`config.mk`:
```
export PLATFORM = sky130hd
export DESIGN_NAME = z80_bus_arbiter
export DESIGN_NICKNAME = d
export VERILOG_FILES = /design/src/rtl/z80_arb_pkg.sv /design/src/rtl/z80_rr_pick.sv /design/src/rtl/z80_bus_arbiter.sv
export SDC_FILE = /design/constraint.sdc
export NUM_CORES = 1
export LEC_CHECK = 0
export ABC_AREA = 1
export BUFFER_PORTS_ARGS = -buffer_cell sky130_fd_sc_hd__buf_4
export CORE_ASPECT_RATIO = 1.4
export CORE_UTILIZATION = 46
export DETAILED_ROUTE_END_ITERATION = 10
export PLACE_DENSITY = 0.67
export SETUP_SLACK_MARGIN = 0.1
export SLEW_MARGIN = 20
export SYNTH_ARGS = -nofsm -noshare
export SYNTH_HDL_FRONTEND = slang
export SYNTH_SLANG_ARGS = --single-unit
```
`constraint.sdc`:
```
create_clock -name CPUCLK -period 1.5 [get_ports CPUCLK]
set_input_delay 0.45 -clock CPUCLK [delete_from_list [all_inputs] [get_ports CPUCLK]]
set_output_delay 0.45 -clock CPUCLK [all_outputs]
set_load 0.03 [all_outputs]
```
`src/rtl/z80_arb_pkg.sv`:
```
`default_nettype none
// +----------------------------------------------------------------------------+
// | Module      : z80_arb_pkg                                                   |
// | Description : Shared types and default constants for the Z80 bus arbiter.   |
// |               Provides the arbiter state encoding and default parameter     |
// |               values used by z80_bus_arbiter and z80_rr_pick.               |
// | Revision    : 1.0 - initial release                                         |
// +----------------------------------------------------------------------------+
package z80_arb_pkg;

    // Arbiter FSM states, explicitly 2 bits wide
    typedef enum logic [1:0] {
        ST_IDLE    = 2'd0,
        ST_REQ     = 2'd1,
        ST_GRANT   = 2'd2,
        ST_RELEASE = 2'd3
    } arb_state_t;

    localparam int c_default_num_masters = 4;
    localparam int c_default_max_grant   = 256;

endpackage : z80_arb_pkg
`default_nettype wire

```
`src/rtl/z80_rr_pick.sv`:
```
`default_nettype none
// +----------------------------------------------------------------------------+
// | Module      : z80_rr_pick                                                   |
// | Description : Combinational round-robin picker. Returns the first set       |
// |               request bit at or after the pointer, wrapping modulo          |
// |               NUM_MASTERS.                                                  |
// | Ports       : req   - request vector                                        |
// |               ptr   - round-robin start position                            |
// |               valid - at least one request is set                           |
// |               index - chosen request index (0 when valid is low)            |
// | Revision    : 1.0 - initial release                                         |
// +----------------------------------------------------------------------------+
module z80_rr_pick
    import z80_arb_pkg::*;
#(
    parameter int NUM_MASTERS = c_default_num_masters,
    parameter int IDX_W       = $clog2(NUM_MASTERS)
) (
    input  logic [NUM_MASTERS-1:0] req,
    input  logic [IDX_W-1:0]       ptr,
    output logic                   valid,
    output logic [IDX_W-1:0]       index
);

    logic [31:0] w_cand;

    // Offsets are scanned from farthest to nearest so the nearest set bit
    // (smallest distance from the pointer) is the last one written and wins.
    always_comb begin
        valid  = 1'b0;
        index  = '0;
        w_cand = '0;
        for (int off = NUM_MASTERS - 1; off >= 0; off--) begin
            w_cand = 32'(ptr) + 32'(off);
            if (w_cand >= 32'(NUM_MASTERS)) begin
                w_cand = w_cand - 32'(NUM_MASTERS);
            end
            if (req[w_cand[IDX_W-1:0]]) begin
                valid = 1'b1;
                index = w_cand[IDX_W-1:0];
            end
        end
    end

endmodule : z80_rr_pick
`default_nettype wire

```
`src/rtl/z80_bus_arbiter.sv`:
```
`default_nettype none
// +----------------------------------------------------------------------------+
// | Module      : z80_bus_arbiter                                               |
// | Description : Shares the Z80 external bus among NUM_MASTERS requesters      |
// |               using the CPU nBUSRQ/nBUSACK handshake. Registered            |
// |               round-robin arbitration; the CPU regains the bus between      |
// |               every pair of grants (IDLE -> REQ -> GRANT -> RELEASE).       |
// | Options     : define Z80_ARB_TIMEOUT_EN to bound each grant to MAX_GRANT    |
// |               cycles and expose the one-cycle timeout pulse.                |
// | Ports       : CPUCLK  - clock, rising edge                                  |
// |               nRESET  - asynchronous active-low reset                       |
// |               req     - level request per master                            |
// |               gnt     - one-hot-or-zero registered grant                    |
// |               nBUSRQ  - registered bus request to CPU, active-low           |
// |               nBUSACK - bus acknowledge from CPU, active-low                |
// |               busy    - FSM is not in IDLE                                  |
// |               owner   - index of current/last winner                        |
// |               timeout - watchdog expiry pulse (Z80_ARB_TIMEOUT_EN only)     |
// | Revision    : 1.0 - initial release                                         |
// +----------------------------------------------------------------------------+
module z80_bus_arbiter
    import z80_arb_pkg::*;
#(
    parameter int NUM_MASTERS = c_default_num_masters,
    parameter int MAX_GRANT   = c_default_max_grant
) (
    input  logic                           CPUCLK,
    input  logic                           nRESET,
    input  logic [NUM_MASTERS-1:0]         req,
    output logic [NUM_MASTERS-1:0]         gnt,
    output logic                           nBUSRQ,
    input  logic                           nBUSACK,
    output logic                           busy,
    output logic [$clog2(NUM_MASTERS)-1:0] owner
`ifdef Z80_ARB_TIMEOUT_EN
    ,
    output logic                           timeout
`endif
);

    localparam int c_idx_w = $clog2(NUM_MASTERS);

    arb_state_t               r_state, w_state_nxt;
    logic [c_idx_w-1:0]       r_ptr, w_ptr_nxt;
    logic [c_idx_w-1:0]       r_owner, w_owner_nxt;
    logic [NUM_MASTERS-1:0]   r_gnt, w_gnt_nxt;
    logic                     r_nbusrq, w_nbusrq_nxt;
    logic                     w_pick_valid;
    logic [c_idx_w-1:0]       w_pick_idx;
    logic                     w_owner_req;

`ifdef Z80_ARB_TIMEOUT_EN
    localparam int c_cnt_w = $clog2(MAX_GRANT + 1);
    logic [c_cnt_w-1:0]       r_cnt, w_cnt_nxt;
    logic                     r_timeout, w_timeout_nxt;
    logic                     w_expire;

    // Counter runs 0..MAX_GRANT-1 across the GRANT cycles, so expiring at
    // MAX_GRANT-1 leaves gnt high for exactly MAX_GRANT cycles.
    assign w_expire = (r_cnt == c_cnt_w'(MAX_GRANT - 1));
    assign timeout  = r_timeout;
`else
    logic w_unused_max_grant;
    assign w_unused_max_grant = ^MAX_GRANT;
`endif

    z80_rr_pick #(
        .NUM_MASTERS (NUM_MASTERS),
        .IDX_W       (c_idx_w)
    ) u_pick (
        .req   (req),
        .ptr   (r_ptr),
        .valid (w_pick_valid),
        .index (w_pick_idx)
    );

    assign w_owner_req = req[r_owner];

    always_comb begin
        w_state_nxt  = r_state;
        w_ptr_nxt    = r_ptr;
        w_owner_nxt  = r_owner;
        w_gnt_nxt    = r_gnt;
        w_nbusrq_nxt = r_nbusrq;
`ifdef Z80_ARB_TIMEOUT_EN
        w_cnt_nxt     = r_cnt;
        w_timeout_nxt = 1'b0;
`endif
        case (r_state)
            ST_IDLE: begin
                if (w_pick_valid) begin
                    w_owner_nxt  = w_pick_idx;
                    w_nbusrq_nxt = 1'b0;
                    w_state_nxt  = ST_REQ;
                end
            end
            ST_REQ: begin
                // A withdrawn request beats a simultaneous ack: no grant.
                if (!w_owner_req) begin
                    w_nbusrq_nxt = 1'b1;
                    w_state_nxt  = ST_RELEASE;
                end else if (!nBUSACK) begin
                    w_gnt_nxt          = '0;
                    w_gnt_nxt[r_owner] = 1'b1;
                    w_state_nxt        = ST_GRANT;
`ifdef Z80_ARB_TIMEOUT_EN
                    w_cnt_nxt          = '0;
`endif
                end
            end
            ST_GRANT: begin
                // Owner done, or CPU took the bus back without being asked.
                if (!w_owner_req || nBUSACK) begin
                    w_gnt_nxt    = '0;
                    w_nbusrq_nxt = 1'b1;
                    w_state_nxt  = ST_RELEASE;
                end
`ifdef Z80_ARB_TIMEOUT_EN
                else if (w_expire) begin
                    w_gnt_nxt     = '0;
                    w_nbusrq_nxt  = 1'b1;
                    w_timeout_nxt = 1'b1;
                    w_state_nxt   = ST_RELEASE;
                end else begin
                    w_cnt_nxt = r_cnt + c_cnt_w'(1);
                end
`endif
            end
            ST_RELEASE: begin
                if (nBUSACK) begin
                    w_state_nxt = ST_IDLE;
                    w_ptr_nxt   = (r_owner == c_idx_w'(NUM_MASTERS - 1)) ?
                                  '0 : r_owner + c_idx_w'(1);
                end
            end
            default: begin
                w_state_nxt = ST_IDLE;
            end
        endcase
    end

    always_ff @(posedge CPUCLK or negedge nRESET) begin
        if (!nRESET) begin
            r_state   <= ST_IDLE;
            r_ptr     <= '0;
            r_owner   <= '0;
            r_gnt     <= '0;
            r_nbusrq  <= 1'b1;
`ifdef Z80_ARB_TIMEOUT_EN
            r_cnt     <= '0;
            r_timeout <= 1'b0;
`endif
        end else begin
            r_state   <= w_state_nxt;
            r_ptr     <= w_ptr_nxt;
            r_owner   <= w_owner_nxt;
            r_gnt     <= w_gnt_nxt;
            r_nbusrq  <= w_nbusrq_nxt;
`ifdef Z80_ARB_TIMEOUT_EN
            r_cnt     <= w_cnt_nxt;
            r_timeout <= w_timeout_nxt;
`endif
        end
    end

    assign gnt    = r_gnt;
    assign nBUSRQ = r_nbusrq;
    assign owner  = r_owner;
    assign busy   = (r_state != ST_IDLE);

endmodule : z80_bus_arbiter
`default_nettype wire

```
After elaboration in Yosys (flattened, before gate mapping)
Cells that the tools add are included.

Logic and storage cells: 85. Memory bits (read-only): 0. Output and inout bits: 8. Bits in writable memories: 0. Register bits: 11. Bits of input ports: 7. Memories: 0. Bits in latches: 0.

Magnitude comparators: 10. $mul: 0. Bitwise operators: 0. Multiplexer cells: 39. Shift-type cells: 0. Equal/unequal tests: 11. Div/mod/pow operators: 0. Add/subtract/negate cells: 8. Reduce and logical (&&, ||, !) cells: 12.

Operator list (number): 2-to-1 mux 2 bit (14); < comparator 2 x 3 -> 1 bit (second input constant) (5); 2-to-1 mux 1 bit (13); 2-to-1 mux 4 bit (3); AND reduction 4 bit (3); binary-select mux 1 bit (select 2 bit) (5); inequality test 2 bit (second input constant) (5); >= comparator 3 bit (second input constant) (3); one-hot mux 2 bit (4 select lines) (1); one-hot mux 4 bit (2 select lines) (1); subtractor 2 x 1 -> 2 bit (second input constant) (4); adder 2 x 2 -> 3 bit (second input constant) (2); equality test 2 bit (second input constant) (3); AND reduction 2 bit (2); nonzero test 2 bit (2); adder 2 x 1 -> 3 bit (second input constant) (1); >= comparator 2 x 3 -> 1 bit (second input constant) (1); inequality test 3 bit (second input constant) (1); one-hot mux 1 bit (3 select lines) (1); nonzero test 3 bit (1); adder 2 x 1 -> 2 bit (second input constant) (1); demux 1 bit (select 2 bit) (1); equality test 2 x 1 -> 1 bit (second input constant) (1); >= comparator 2 x 1 -> 1 bit (second input constant) (1); other kinds (5) (5).

Longest topological paths before layout
Gate-level depths: netlist of the first run.

Word-level depth: 11. Depth in mapped cells: 12. Gate-level depth less buffers: 11.

Modules after synthesis
From an unflattened synthesis of the first run, not the netlist that was laid out.

Cell total of the unflattened synthesis: 132. Area total of the unflattened synthesis: 975.9 µm².

Modules (own cells, without submodules): z80_bus_arbiter (cells each 86, sequential area each 276.5 µm², times used 1, area each 763.2 µm²); z80_rr_pick (cells each 46, sequential area each 0.0 µm², times used 1, area each 212.7 µm²).

Worst setup path before layout of the first run
OpenSTA, ideal clock, no wires.

Path kind: reg-to-reg. Start point: reg r_owner[0] (netlist: owner[0]). End point: reg r_gnt[0] (netlist: gnt[0]). Path slack: 0.034 ns. Cell stages (with the launch flop): 9. Arrival time: 1.344 ns. Data required time: 1.379 ns. Clock period less this slack: 1.466 ns. Path through: dfrtp_1 -> inv_2 -> nand2_1 -> nand3_1 -> nand2_1 -> o21ai_0 -> nand3_2 -> nand2_1 -> o21ai_1.

Cells in the longest elaborated chain, start to end: 7.

RTL lines: start: declaration (RTL line z80_bus_arbiter.sv:45) `logic [c_idx_w-1:0] r_owner, w_owner_nxt;`; start signal: assignment (RTL line z80_bus_arbiter.sv:156) `r_owner <= w_owner_nxt;`; < comparator 2 x 3 -> 1 bit (implied by the code) / >= comparator 2 x 1 -> 1 bit (equally long branches) (RTL line z80_bus_arbiter.sv:104) `w_gnt_nxt[r_owner] = 1'b1;`; logical AND 1 bit (implied by the code) (RTL line z80_bus_arbiter.sv:104); 2-to-1 mux 1 bit (implied by the code) (RTL line z80_bus_arbiter.sv:104); demux 1 bit (select 2 bit) (RTL line z80_bus_arbiter.sv:104); 2-to-1 mux 4 bit (RTL line z80_bus_arbiter.sv:102) `end else if (!nBUSACK) begin`; 2-to-1 mux 4 bit (RTL line z80_bus_arbiter.sv:99) `if (!w_owner_req) begin`; one-hot mux 4 bit (2 select lines) (RTL line z80_bus_arbiter.sv:89) `case (r_state)`; end signal: assignment (RTL line z80_bus_arbiter.sv:157) `r_gnt <= w_gnt_nxt;`; end: declaration (RTL line z80_bus_arbiter.sv:46) `logic [NUM_MASTERS-1:0] r_gnt, w_gnt_nxt;`.

Parallel ways exist; a longest one is shown, timed or not. The select of a mux whose other input is x is not followed. A chain may end at the register's enable or synchronous reset.

Worst setup path in the final report of the first run
Start point: reg r_state[0]. End point: out busy.

Cells in the longest elaborated chain, start to end: 1.

RTL lines: start: declaration (RTL line z80_bus_arbiter.sv:43) `arb_state_t r_state, w_state_nxt;`; start signal: assignment (RTL line z80_bus_arbiter.sv:154) `r_state <= w_state_nxt;`; nonzero test 2 bit (RTL line z80_bus_arbiter.sv:169) `assign busy = (r_state != ST_IDLE);`; end: declaration (RTL line z80_bus_arbiter.sv:33) `output logic busy,`.

No other way between the ends.

==> results of run 1 <==
area by class of cell:
cell class	count	area share, %
Clock buffer	4	1.77
Inverter	18	5.40
Multi-Input combinational cell	107	52.7
Sequential cell	11	19.0
Tap cell	21	1.77
Timing Repair Buffer	34	19.4
state kept, by name (all words and copies together), names as in the netlist:
name and flops:
r_ptr 2, nBUSRQ 1, r_state 2, owner 2
gnt 4
timing repair:
action                                  4_1_cts  5_1_grt
hold endpoints to repair                      5        0
resized for setup                            24       36
pin swaps                                     8       12
setup buffers                                 8        5
hold buffers                                  1        0
endpoints found under the setup margin       11       11
metrics by stage:
step           util [%]  setup TNS, ns  cell area [sq um]
2_1_floorplan         -              0                981
3_3_place_gp       58.1              0               1150
3_5_place_dp       58.1              0               1150
4_1_cts            66.2              0               1310
5_1_grt            75.2        -0.0384               1480
6_report           75.2              0               1480
cell usage after synthesis:
master,count,share of area [%]
o31ai_1,1,0.77
nand2_4,3,3.5
nand3_2,2,2.0
inv_1,14,5.4
and2_1,1,0.64
inv_6,1,0.90
nor2_2,1,0.64
a21oi_1,2,1.0
nand3_1,10,5.1
dfstp_2,1,2.7
ha_1,10,13
nor2_1,3,1.2
nand2_2,10,6.4
dfrtp_1,10,26
nand4_1,4,2.6
o21bai_1,1,0.77
nand3_4,1,1.8
nor2_4,1,1.2
o21ai_0,2,1.0
nand2_1,49,19
inv_2,3,1.2
buf_6,1,1.2
o21ai_1,6,3.1
kinds of logic (layout without fill, tap and decap cells):
| logic type | after synthesis | in the layout | share of synthesized area (%) |
|---|---|---|---|
| simple gates | 85 | 85 | 43.7 |
| buf+inv | 19 | 56 | 8.57 |
| compound gates | 12 | 12 | 6.65 |
| flops | 11 | 11 | 28.3 |
| fa+ha+maj | 10 | 10 | 12.8 |
tightest hold or removal path: cells and delay by family (launching register included):
kind / cells / cell delay, ns
flip-flops: 1 / 0.37
AND/OR/NAND/NOR: 2 / 0.09
cells in the final DEF, fill, tap and decap left out, types with 2 or more instances in the layout:
cell type / count
nand2_1: 35
buf_4: 25
nand2_2: 14
nand2_4: 13
inv_1: 9
inv_2: 8
buf_6: 8
o21ai_1: 7
ha_1: 7
nand3_2: 6
nand3_1: 6
dfrtp_1: 6
nand4_1: 4
dfrtp_2: 4
ha_4: 3
clkbuf_4: 3
nor2_4: 2
nor2_1: 2
a21oi_1: 2
path summary, 6_finish.rpt:
check	from	end	cells after the start
setup / recovery	r_state[0]	busy	4
hold / removal	nBUSRQ	nBUSRQ	2
setup reg to reg	r_state[0]	gnt[2]	8
hold reg to reg	nBUSRQ	nBUSRQ	2
max in group asynchronous	nRESET	nBUSRQ	2
min in group asynchronous	nRESET	gnt[3]	2
power breakdown:
group | total (mW) | switching (mW) | internal (mW)
Combinational | 2.77 | 1.57 | 1.20
Sequential | 0.618 | 0.151 | 0.466
Clock | 0.202 | 0.0994 | 0.103
metal layers:
metal  routed length [microns]  share of wire (%)  GRT usage, %  up-vias
li1                          -                  -             -      508
met1                       964                 40          23.5      454
met2                      1390                 57          43.5       13
met3                        36                1.5          1.58        4
met4                        32                1.3          10.5        0
met5                         0                  0             0        -
==> results.sh, run 1 <==
export IMPL_max_freq_mhz=668
export IMPL_crit_family="flip-flops"
export IMPL_setup_slack_ns=0.00237
export IMPL_path_clk_slew_ns=0.07
export IMPL_slew_headroom_pct=88.2
export IMPL_drtIter0Drc=9
export IMPL_cts_num_sinks=11
export IMPL_dieWidth_microns=41.0
export IMPL_critPathKind="flop to output pin"
export IMPL_remaining_drc_errors=0
export IMPL_finalSetupViolCount=0
export IMPL_power_density_mw_per_mm2=2420
export IMPL_rsz0062_at_grt="true"
export IMPL_synth_cell_area_sq_um=978
export IMPL_run_status="completed"
export IMPL_slew_violations=0
export IMPL_grt_remaining_overflow=0
export IMPL_wl_per_cell_microns=12.4
export IMPL_power_leakage_nw=0.783
export IMPL_fin_skew_ns=0.00915
export IMPL_slowest_delay_ns=0.40
export IMPL_dieArea_sq_mm=0.00232
export IMPL_worst_path_most_repeated_cell="inv_2"
export IMPL_grt_max_degree=12
export IMPL_ant_nets=0
export IMPL_grt_pass1_vias=971
export IMPL_port_buffers=14
export IMPL_syn_area_per_cell_sq_um=7.14
export IMPL_layout_cells_non_filler=195
export IMPL_endpoint_kind="output pin"
export IMPL_p_total_mw=3.59
export IMPL_initial_utilization_pct=49.6
export IMPL_route_vias_total=979
export IMPL_cts_buffers=3
export IMPL_vias_per_cell=5.02
export IMPL_clockBufferDepth=2
export IMPL_final_layout_size_suffix_gt1_share_pct=52.9
export IMPL_clock_latency_ns=0.27
export IMPL_pin_count=15
export IMPL_drt_wl_total_mm=2.43
export IMPL_root_buffer="clkbuf_4"
export IMPL_synthCells=137
export IMPL_tightest_slew_ns=0.175
export IMPL_cap_violations=0
export IMPL_core_rowCount=19
export IMPL_grt_pass1_wl_mm=3.77
export IMPL_core_area_sq_mm=0.00197
export IMPL_multi_input_area_sq_um=782
export IMPL_fin_crit_sh_pct=99.8
export IMPL_r2r_slack_ns=0.05
export IMPL_yosysWarnings=0
export IMPL_n_antenna_cell=0
export IMPL_grtUsageTotal_pct=23.4
export IMPL_min_path_type="flop to flop"
export IMPL_place_gp_congestion=0.771
export IMPL_crit_slowest_cell="dfrtp_1"
export IMPL_h_tree_depth=1
export IMPL_cp_required_ns=1.05
export IMPL_synthToLayoutAreaGrowth_pct=51.7
export IMPL_post_place_ws_ns=0.000282
export IMPL_cp_max_fo=2
export IMPL_nets=192
export IMPL_hpwl_mm=1.73
export IMPL_dieHeight_microns=56.6
export IMPL_n_fill_cell=148
export IMPL_ir_drop_mv=1.44
export IMPL_grt_antenna_before_repair=0
export IMPL_hold_slack_ns=0.468
export IMPL_register_area_sq_um=282
export IMPL_dp_cells=177
export IMPL_synth_seq_area_share_pct=28.3
export IMPL_critPathLaunchType="flop"
export IMPL_ys_ff_latch=11
export IMPL_worst_path_buf_inv=3
export IMPL_drt_pass1_iterations=4
export IMPL_critPathArrivalTime_ns=1.05
export IMPL_synth_nets=154
export IMPL_crit_chain="inv_2 -> ha_4 -> inv_2 -> buf_6"
export IMPL_min_period_ns=1.50
export IMPL_cts_tree="built"
export IMPL_finalHoldViolCount=0
export IMPL_ys_types=23
No activity file was read; power rests on OpenSTA's default activity.
==> run 2: changes to the inputs <==
- CORE_UTILIZATION: 46 -> 35
- PLACE_DENSITY: 0.67 -> default
==> run 2 against run 1 <==
The run now ends with hold timing left; worst hold slack worse by 0.47 ns; sequential cell count unchanged; clock power up 2%; setup slack better by 0.013 ns; critical path depth unchanged; register-to-register slack about the same; combinational power down 3%; sequential share of layout area up 0.54 points; wire length down 3.8%; critical endpoint unchanged.
==> results.sh, run 2 (same netlist as run 1, synthesis figures left out) <==
export IMPL_clockBufferDepth=2
export IMPL_max_freq_mhz=673
export IMPL_p_seq_share_pct=17.0
export IMPL_grtUsageTotal_pct=17.6
export IMPL_final_common_cell="nand2_1"
export IMPL_post_place_ws_ns=-0.0300
export IMPL_drt_pass1_iterations=4
export IMPL_synthToLayoutAreaGrowth_pct=46.8
export IMPL_vias_per_cell=4.58
export IMPL_min_period_ns=1.48
export IMPL_internal_power_mw=1.75
export IMPL_largest_register_ffs=4
export IMPL_cts_tree="built"
export IMPL_clock_latency_ns=0.27
export IMPL_crit_slowest_cell="dfrtp_1"
export IMPL_n_fill_cell=258
export IMPL_core_rowCount=22
export IMPL_tightest_slew_ns=0.197
export IMPL_worst_path_buf_inv=3
export IMPL_swShare_pct=49.9
export IMPL_hold_slack_ns=-0.00101
export IMPL_crit_family="flip-flops"
export IMPL_final_layout_size_suffix_gt1_share_pct=49.7
export IMPL_grt_pass1_wl_mm=3.93
export IMPL_slew_violations=0
export IMPL_run_status="complete, but fails checks"
export IMPL_critPathLaunchType="flop"
export IMPL_initial_utilization_pct=37.0
export IMPL_violations="hold timing"
export IMPL_critPathArrivalTime_ns=1.03
export IMPL_fin_skew_ns=0.00371
export IMPL_path_clk_slew_ns=0.07
export IMPL_cts_num_sinks=11
export IMPL_setup_slack_ns=0.0151
export IMPL_crit_chain="inv_2 -> ha_4 -> inv_2 -> buf_6"
export IMPL_power_leakage_nw=0.740
export IMPL_grt_pass1_vias=1000
export IMPL_place_gp_congestion=0.857
export IMPL_n_antenna_cell=0
export IMPL_p_total_mw=3.48
export IMPL_hold_buffers=0
export IMPL_cp_max_fo=2
export IMPL_power_density_mw_per_mm2=2420
export IMPL_place_area_sq_mm=0.00116
export IMPL_drt_wl_total_mm=2.33
export IMPL_finalSetupViolCount=0
export IMPL_wl_per_cell_microns=11.2
export IMPL_root_buffer="clkbuf_4"
export IMPL_critPathKind="flop to output pin"
export IMPL_rsz0062_at_grt="true"
export IMPL_power_clock_fraction_pct=5.9
export IMPL_grt_max_degree=12
export IMPL_cap_violations=0
export IMPL_remaining_drc_errors=0
export IMPL_stdcell_area_sq_mm=0.00144
export IMPL_dieArea_sq_mm=0.00301
export IMPL_dieHeight_microns=64.6
export IMPL_final_cell_mix="38 x nand2_1, 27 x buf_4, 17 x nand2_2"
export IMPL_slowest_delay_ns=0.39
export IMPL_pwr_share_comb_pct=77.0
export IMPL_grt_remaining_overflow=0
export IMPL_route_vias_total=958
export IMPL_dieWidth_microns=46.7
export IMPL_min_path_type="input port to asynchronous set/reset pin"
export IMPL_fin_crit_sh_pct=99.0
export IMPL_p_switching_mw=1.74
export IMPL_slew_headroom_pct=86.8
export IMPL_ant_nets=0
export IMPL_cts_buffers=3
export IMPL_drtIter0Drc=23
export IMPL_grt_antenna_before_repair=0
export IMPL_nets=191
export IMPL_core_area_sq_mm=0.00264
export IMPL_finalHoldViolCount=3
export IMPL_port_buffers=14
export IMPL_cp_required_ns=1.05
export IMPL_tns_ns=0
export IMPL_endpoint_kind="output pin"
export IMPL_hpwl_mm=1.67
export IMPL_worst_path_most_repeated_cell="inv_2"
export IMPL_h_tree_depth=1
export IMPL_ir_drop_mv=1.26
export IMPL_pin_count=15
export IMPL_r2r_slack_ns=0.06
==> run 2: worst register-to-register path, cell delays in order (launching register included) <==
cell and delay [ns]:
dfrtp_1 0.39, buf_4 0.14, buf_4 0.14, ha_2 0.18
nand2_1 0.06, o21ai_0 0.07, inv_1 0.14, nand3_4 0.09
nand2_2 0.06, nand2_1 0.05
==> run 2: layout make-up <==
| cell class | instances | area, sq um | area share (%) |
|---|---|---|---|
| clock buffer | 4 | 26.3 | 1.83 |
| inverter | 18 | 80.1 | 5.57 |
| multi-input combinational | 107 | 726 | 50.5 |
| sequential | 11 | 280 | 19.5 |
| tap | 36 | 45.0 | 3.14 |
| timing repair buffer | 33 | 279 | 19.4 |
==> run 2: path summary, 6_finish.rpt <==
check / startpoint / cells past startpoint / end
max in group asynchronous: nRESET / 1 / nBUSRQ
worst min-delay path: nRESET / 1 / gnt[3]
worst max-delay path: r_state[0] / 4 / busy
min in group CPUCLK: nBUSRQ / 2 / nBUSRQ
worst max register to register: r_state[0] / 9 / r_state[1]
worst min register to register: nBUSRQ / 2 / nBUSRQ
==> run 2: per-stage QoR <==
step,utilization (%),instances
global route,54.4,209
detailed placement,43.8,191
global placement,43.8,191
CTS,51.7,206
floorplan,-,137
finish,54.4,209
==> run 2: repair_timing <==
item / 4_1_cts / 5_1_grt
buffers inserted: 11 / 3
pin swaps: 16 / 11
gates resized for setup: 29 / 12
setup endpoints to repair: 12 / 12
==> run 2: layer usage <==
layer | vias to the layer above | global-route usage, % | share of wire, %
li1 | 503 | - | -
met1 | 437 | 17.8 | 41
met2 | 13 | 34.2 | 56
met3 | 5 | 1.67 | 1.7
met4 | 0 | 6.43 | 1.7
met5 | - | 0 | 0
==> run 2: power groups by stage <==
| stage | clock, mW | sequential [mW] | combinational [mW] |
|---|---|---|---|
| finish | 0.206 | 0.593 | 2.68 |
| global placement | 0 | 0.617 | 1.96 |
| CTS | 0.211 | 0.594 | 2.49 |
| floorplan | 0 | 0.757 | 1.33 |
| global route | 0.222 | 0.613 | 2.98 |
| detailed placement | 0 | 0.620 | 1.98 |
==> run 3: changes to the inputs <==
- PLACE_DENSITY: default -> 0.53
==> run 3 against run 2 <==
The run now ends clean; sequential power grew 2%; first-iteration DRC count shrank 70%; clock skew fell by 0.0033 ns; worst hold slack improved by 0.0062 ns; clock power hardly changed; sequential cell count is the same; via count down 1.7%; core utilization shrank 1.1 points; critical endpoint unchanged.
==> results.sh, run 3 (same netlist as run 1, synthesis figures left out) <==
export IMPL_timing_rr_start="r_ptr[0]"
export IMPL_port_buffers=14
export IMPL_finalHoldViolCount=0
export IMPL_dieWidth_microns=46.7
export IMPL_reg2reg_depth=12
export IMPL_place_gp_congestion=0.754
export IMPL_vias_per_cell=4.66
export IMPL_slowest_delay_ns=0.39
export IMPL_final_layout_size_suffix_gt1_share_pct=48.2
export IMPL_grt_pass1_vias=917
export IMPL_setup_slack_ns=0.00445
export IMPL_hpwl_mm=1.71
export IMPL_cts_buffers=3
export IMPL_p_switching_mw=1.74
export IMPL_grt_antenna_before_repair=0
export IMPL_route_vias_total=942
export IMPL_clockBufferDepth=2
export IMPL_slew_headroom_pct=86.5
export IMPL_rsz0062_at_grt="true"
export IMPL_endpoint_kind="output pin"
export IMPL_initial_utilization_pct=37.0
export IMPL_register_area_sq_um=282
export IMPL_dp_cells=192
export IMPL_ir_drop_mv=1.21
export IMPL_crit_chain="inv_2 -> ha_4 -> inv_2 -> buf_6"
export IMPL_finalSetupViolCount=0
export IMPL_remaining_drc_errors=0
export IMPL_path_clk_slew_ns=0.07
export IMPL_dieHeight_microns=64.6
export IMPL_drt_pass1_iterations=6
export IMPL_synthToLayoutAreaGrowth_pct=43.9
export IMPL_clock_latency_ns=0.26
export IMPL_pin_count=15
export IMPL_p_total_mw=3.38
export IMPL_core_area_sq_mm=0.00264
export IMPL_crit_slowest_cell="dfrtp_1"
export IMPL_slew_violations=0
export IMPL_largest_register_ffs=4
export IMPL_nets=184
export IMPL_swShare_pct=51.4
export IMPL_cts_num_sinks=11
export IMPL_critPathArrivalTime_ns=1.05
export IMPL_root_buffer="clkbuf_4"
export IMPL_n_antenna_cell=0
export IMPL_core_rowCount=22
export IMPL_hold_slack_ns=0.00518
export IMPL_final_util_pct=53.3
export IMPL_power_leakage_nw=0.731
export IMPL_cts_tree="built"
export IMPL_drtIter0Drc=7
export IMPL_grt_remaining_overflow=0
export IMPL_critPathKind="flop to output pin"
export IMPL_r2r_end="owner[0]"
export IMPL_min_period_ns=1.50
export IMPL_max_freq_mhz=669
export IMPL_layout_cells_non_filler=202
export IMPL_wl_per_cell_microns=11.2
export IMPL_min_path_type="input port to asynchronous set/reset pin"
export IMPL_h_tree_depth=1
export IMPL_cap_violations=0
export IMPL_final_cell_mix="38 x nand2_1, 21 x buf_4, 12 x nand2_4, 12 x nand2_2, 10 x inv_1"
export IMPL_grt_max_degree=12
export IMPL_p_seq_share_pct=17.9
export IMPL_internal_power_mw=1.64
export IMPL_tightest_slew_ns=0.202
export IMPL_r2r_slack_ns=0.10
export IMPL_pwr_share_comb_pct=76.1
export IMPL_power_density_mw_per_mm2=2400
export IMPL_cp_required_ns=1.05
export IMPL_fin_crit_sh_pct=99.7
export IMPL_critPathLaunchType="flop"
export IMPL_crit_path_start="r_state[1]"
export IMPL_worst_path_most_repeated_cell="inv_2"
export IMPL_multi_input_area_sq_um=763
export IMPL_power_clock_fraction_pct=6.0
export IMPL_cp_max_fo=3
export IMPL_n_fill_cell=270
export IMPL_run_status="completed"
export IMPL_ant_nets=0
export IMPL_grt_pass1_wl_mm=3.83
export IMPL_final_common_cell="nand2_1"
export IMPL_post_place_ws_ns=0.0220
export IMPL_drt_wl_total_mm=2.26
export IMPL_grtUsageTotal_pct=17.3
export IMPL_fin_skew_ns=0.000377
export IMPL_dieArea_sq_mm=0.00301
## run 3: cell count changes in the layout (fill, tap and decap cells not counted), moves of 2 or more
cell,before,now
nand2_2,17,12
buf_4,27,21
nand2_4,7,12
buf_6,5,3
## run 3: area by class of cell
type | count | area share, %
multi-input cells | 107 | 54.2
repair buffers | 26 | 15.4
flip-flops and latches | 11 | 20.0
clock buffers | 4 | 1.87
inverters | 18 | 5.33
well taps | 36 | 3.20
## run 3: what timing repair did
action	CTS	global route
resized for setup	21	25
hold buffers	0	0
setup endpoints to repair	11	11
cloned	0	0
buffers inserted	4	2
hold endpoints to repair	0	0
pin swaps	10	11
## run 3: power groups by stage
stage	clock network (mW)	registers, mW	logic [mW]
after floorplan	0	0.757	1.33
after global placement	0	0.616	1.99
after detailed placement	0	0.619	2.01
after CTS	0.213	0.596	2.32
after global routing	0.228	0.629	2.85
final	0.203	0.605	2.58
## run 3: routing by layer
metal  share of wire (%)  routed length (microns)  global-route usage (%)  vias up
met5                   0                        0                       0        -
met4                0.97                       22                    7.50        0
met3                 1.6                       37                    2.79        2
met2                  57                     1290                    30.0        9
met1                  40                      912                    19.9      438
li1                    -                        -                       -      493
## run 3: worst max path at each step
stage / endpoint / slack, ns
after floorplan: gnt[0] / 0.12
after global placement: owner[0] / 0.003
after detailed placement: owner[0] / 0.02
after CTS: busy / -0.02
after global routing: busy / -0.05
final: busy / 0.004
## run 3: worst max-delay path: cells and delay by family, from the launching register on
family                     cells  cell delay (ns)
DFF                            1             0.39
buffers and inverters          3             0.24
adders and majority gates      1             0.14
## run 3: stage by stage
step / area, sq um / setup TNS (ns)
after floorplan: 981 / 0
after global placement: 1160 / 0
after detailed placement: 1160 / 0
after CTS: 1280 / -0.0206
after global routing: 1410 / -0.0747
final: 1410 / 0
